==> src/rtl/if_id_fifo.sv <==
// -----------------------------------------------------------------------------
// if_id_fifo: instruction buffer between fetch and decode.
//
// Holds up to DEPTH fetched {inst, addr} pairs in a circular FIFO and presents
// the head entry to decode. When empty, decode sees NOP_INST at address 0.
// A flush drops all buffered entries (pointers and count only).
//
// Parameters:
//   DEPTH     number of entries, power of two, 2..8
//   NOP_INST  word presented when nothing valid is held
//
// Ports:
//   clk, rst                 clock, asynchronous active-high reset
//   inst_i, inst_addr_i      fetched instruction and its PC
//   valid_i / ready_o        fetch-side handshake
//   inst_o, inst_addr_o      head instruction and PC to decode
//   valid_o / ready_i        decode-side handshake
//   flush_i                  control-flow flush, discards all contents
//   level_o                  current occupancy, 0..DEPTH
//
// Optional feature macro: IF_ID_BYPASS_EN
//   When defined, an instruction offered to an empty buffer is forwarded
//   combinationally to decode; it is only written if decode stalls.
// -----------------------------------------------------------------------------
module if_id_fifo #(
  parameter int unsigned DEPTH    = 2,
  parameter logic [31:0] NOP_INST = 32'h0000_0013
) (
  input  logic                     clk,
  input  logic                     rst,
  input  logic [31:0]              inst_i,
  input  logic [31:0]              inst_addr_i,
  input  logic                     valid_i,
  output logic                     ready_o,
  output logic [31:0]              inst_o,
  output logic [31:0]              inst_addr_o,
  output logic                     valid_o,
  input  logic                     ready_i,
  input  logic                     flush_i,
  output logic [$clog2(DEPTH):0]   level_o
);

  localparam int unsigned PW = $clog2(DEPTH);
  localparam int unsigned CW = PW + 1;

  logic [31:0]   inst_mem_q [DEPTH];
  logic [31:0]   addr_mem_q [DEPTH];

  logic [PW-1:0] wp_q, wp_d;
  logic [PW-1:0] rp_q, rp_d;
  logic [CW-1:0] cnt_q, cnt_d;

  logic empty;
  logic full;
  logic bypass;
  logic bypass_take;
  logic push;
  logic pop;

  // Handshake and head presentation, derived from registered state
  // (plus the fetch inputs when bypass is compiled in).
  always_comb begin
    empty   = (cnt_q == '0);
    full    = (cnt_q == CW'(DEPTH));
    ready_o = ~full & ~rst;
    level_o = cnt_q;

    valid_o     = ~empty;
    inst_o      = empty ? NOP_INST : inst_mem_q[rp_q];
    inst_addr_o = empty ? 32'h0    : addr_mem_q[rp_q];

`ifdef IF_ID_BYPASS_EN
    bypass = empty & valid_i & ~flush_i & ~rst;
    if (bypass) begin
      valid_o     = 1'b1;
      inst_o      = inst_i;
      inst_addr_o = inst_addr_i;
    end
`else
    bypass = 1'b0;
`endif

    // A bypassed word consumed in the same cycle never touches storage.
    bypass_take = bypass & ready_i;

    push = valid_i & ready_o & ~flush_i;
    pop  = valid_o & ready_i;
  end

  // Pointer and occupancy next-state; flush wins over push and pop.
  always_comb begin
    wp_d  = wp_q;
    rp_d  = rp_q;
    cnt_d = cnt_q;
    if (flush_i) begin
      wp_d  = '0;
      rp_d  = '0;
      cnt_d = '0;
    end else if (!bypass_take) begin
      if (push) wp_d = wp_q + PW'(1);
      if (pop)  rp_d = rp_q + PW'(1);
      if (push && !pop)      cnt_d = cnt_q + CW'(1);
      else if (pop && !push) cnt_d = cnt_q - CW'(1);
    end
  end

  always_ff @(posedge clk or posedge rst) begin
    if (rst) begin
      wp_q  <= '0;
      rp_q  <= '0;
      cnt_q <= '0;
    end else begin
      wp_q  <= wp_d;
      rp_q  <= rp_d;
      cnt_q <= cnt_d;
    end
  end

  // Storage is deliberately not cleared; only pointers and count are.
  always_ff @(posedge clk) begin
    if (push && !bypass_take) begin
      inst_mem_q[wp_q] <= inst_i;
      addr_mem_q[wp_q] <= inst_addr_i;
    end
  end

endmodule
==> config.mk <==
export PLATFORM = sky130hd
export DESIGN_NAME = if_id_fifo
export DESIGN_NICKNAME = d
export VERILOG_FILES = /design/src/rtl/if_id_fifo.sv
export SDC_FILE = /design/constraint.sdc
export NUM_CORES = 1
export LEC_CHECK = 0
export ABC_AREA = 1
export CAP_MARGIN = 20
export CORE_ASPECT_RATIO = 1.75
export CORE_MARGIN = 2
export CORE_UTILIZATION = 48
export DETAILED_ROUTE_END_ITERATION = 8
export PLACE_DENSITY_LB_ADDON = 0.08
export SYNTH_ARGS = -nofsm -noshare
export SYNTH_HDL_FRONTEND = slang
export SYNTH_SLANG_ARGS = --single-unit
==> constraint.sdc <==
create_clock -name clk -period 5.4 [get_ports clk]
set_input_delay 1.62 -clock clk [delete_from_list [all_inputs] [get_ports clk]]
set_output_delay 1.62 -clock clk [all_outputs]
set_load 0.01 [all_outputs]
==> reports/results.ini <==
[cells_and_area]
post_layout_util_pct = 70.2
area.growth.synth_to_final_pct = 43.8
fillers = 741
commonest_non_fill_non_tap_cells_in_the_layout = nand2_1, clkdlybuf4s50_1, edfxtp_1, a21oi_1, clkbuf_16
antenna_cells = 0
post_route_cells_drive_above_1_share_pct = 8.26
net_count_reported_at_finish = 589
leading_cell_type_in_the_layout_fill_and_taps_excluded = nand2_1

[critical_path]
cpMaxStageDelayCell = clkdlybuf4s50_1
slowest_stage_delay_cp_ps = 560
worst-setup-path-type = input port to output port
crit_top_cell = clkdlybuf4s50_1
setup.worst_path.start_class = input port
cpLargestDelayFamily = buffers and inverters
crit_start = rst
timing.reg2reg.worst_path_depth = 5
critPathCaptureType = output port
worst_ep_arrival_time_ps = 2780
critical_path.n_buffers_inverters = 2
cp_num_cells = 3
r2r-end = inst_mem_q[1][17]
rrSetupSlack_ps = 3210
worst_setup_path_endpoint = ready_o
critical_path_required_time_ps = 3780
crit_chain = clkdlybuf4s50_1 > a21oi_2 > clkdlybuf4s50_1
critical_path_peak_fanout = 3
crit-reg2reg-launch = level_o[0]

[timing]
clock.fmax_ghz = 0.227
rsz0062_at_grt = no
min_period_over_period_pct = 81.5
min_period_ps = 4400
max_slew.worst_pin.slew_ps = 699
setup_viol = 0
clock_skew_ps = 4.65
drv_slew = 0
finalHoldViolCount = 0
finalSetupTns_ps = 0
max-slew-margin-rel_pct = 53.4

[global_routing]
residual_overflow_from_global_routing = 0
grt_pass1_wl_um = 16400
first_global_vias = 3479
grt_antenna_before_repair = 0
track_usage_pct = 19.7
grt_start_max_net_pins = 65

[route]
drt-pass1-iter-count = 4
num_vias = 3377
drt-total-wl_um = 10700
detail_route.wl_per_cell_um = 16.1
detail_route.iter0.violations = 209
drcViolationCount = 0
antenna_violating_nets_post_route = 0
routed_via_density = 5.12

[clocking]
clock_tree.root_cell = clkbuf_16
holdBufCountCts = 0
cts_post_setup_buffers_inserted = 0
worstSkewPairLatency_ps = 400
tritoncts = yes
cts.htree.levels = 4
numCtsBuffers = 17
worst_setup_hold_path_clk_slew_ps = 50
post_cts.resized_instances = 0
clock-sinks = 132
clock_tree.buffer_depth = 2

[logic_synthesis]
ys_warn_count = 0
synth_seq_cells = 132
ys_types = 18
synth_nets = 448
postSynthCellCount = 379
synth.cell_area_sq_um = 5000
syn-mean-instance-area_sq_um = 13.2
synth-seq-area-share_pct = 78.9

[run_status]
outcome = completed

[die]
initial_core_util_pct = 48.8
design.portCount = 137
core_area_sq_um = 10200
fp-row-count = 49
die_x_um = 81.2
dieHeight_um = 139
design.die.area_sq_um = 11300

[pwr]
vdd.ir_drop.worst_uv = 407
static-leakage-power_uw = 0.00255
power-per-cell-area_nw_per_um2 = 472

[placed_design]
routabilityCongestion = 0.844
place.port_buffers = 136
place_hpwl_um = 6460

[run]
max-cap-violations = 0

[hold_path]
worstHoldPathType = flip-flop to flip-flop
whs_path_depth = 1

[kinds of logic (layout without fill, tap and decap cells)]
kind of cell           after synthesis  count (layout)  share of synthesized area [%]
buffers and inverters               27             181                           2.40
AND/OR/NAND/NOR                    154             154                           12.0
flip-flops                         132             132                           78.9
AO/OA/AOI/OAI                       66              66                           6.73
[worst min-delay path by stage]
stage                     from  endpoint  slack, ps
after floorplan           wp_q      wp_q        470
after global placement    wp_q      wp_q        540
after detailed placement  wp_q      wp_q        560
after CTS                 wp_q      wp_q        570
after global routing      wp_q      wp_q        600
final                     wp_q      wp_q        560
[cells in the mapped netlist]
cell | number | area (sq um)
nand2_1 | 137 | 514
edfxtp_1 | 128 | 3840
a21oi_1 | 62 | 310
buf_2 | 12 | 60.1
nand3_1 | 9 | 45.0
clkbuf_1 | 7 | 26.3
inv_1 | 5 | 18.8
dfrtp_1 | 4 | 100
nor2_1 | 4 | 15.0
inv_2 | 2 | 7.51
nand4_1 | 2 | 12.5
a21oi_2 | 1 | 8.76
buf_4 | 1 | 7.51
nand2_2 | 1 | 6.26
nor2_2 | 1 | 6.26
o21ai_0 | 1 | 5.00
o21ai_1 | 1 | 5.00
o21bai_1 | 1 | 7.51
[flip-flops by register name, indices dropped and copies added (netlist names)]
name,flops
addr_mem_q,64
inst_mem_q,64
level_o,2
wp_q,1
rp_q,1
[power by group]
part	switching (uW)	leakage [uW]	internal [uW]
Clock	403	0.000323	861
Sequential	25.5	0.00121	1170
Combinational	478	0.00102	452
[layout make-up]
cell class                 instances  area (sq um)  share of cell area, %
clock buffer                      17           425                   5.92
clock inverter                    15           236                   3.29
inverter                           7          26.3                  0.365
multi-input combinational        220           956                   13.3
sequential                       132          3950                   54.9
tap                              127           159                   2.21
timing repair buffer             142          1440                   20.1
[worst register-to-register path, cell delays in order (launching register included)]
cell     delay, ps
dfrtp_1        500
inv_2          100
a21oi_2        170
nand3_1        240
nor2_4         470
buf_12         330
[layer usage]
metal | routed length [um] | global-route usage, %
met5 | 0 | 0
met1 | 4010 | 21.3
met2 | 5670 | 34.0
met4 | 230 | 8.03
met3 | 748 | 7.29
[stage by stage]
step	hold WS, ps	setup slack [ps]	std cells	area, sq um	power [uW]
global placement	544	1020	627	6510	2140
finish	565	999	660	7190	3390
global route	604	923	660	7190	3530
detailed placement	556	997	628	6530	2150
CTS	570	990	660	7190	3430
floorplan	469	272	379	5000	1630
(Power assumes the default switching activity.)
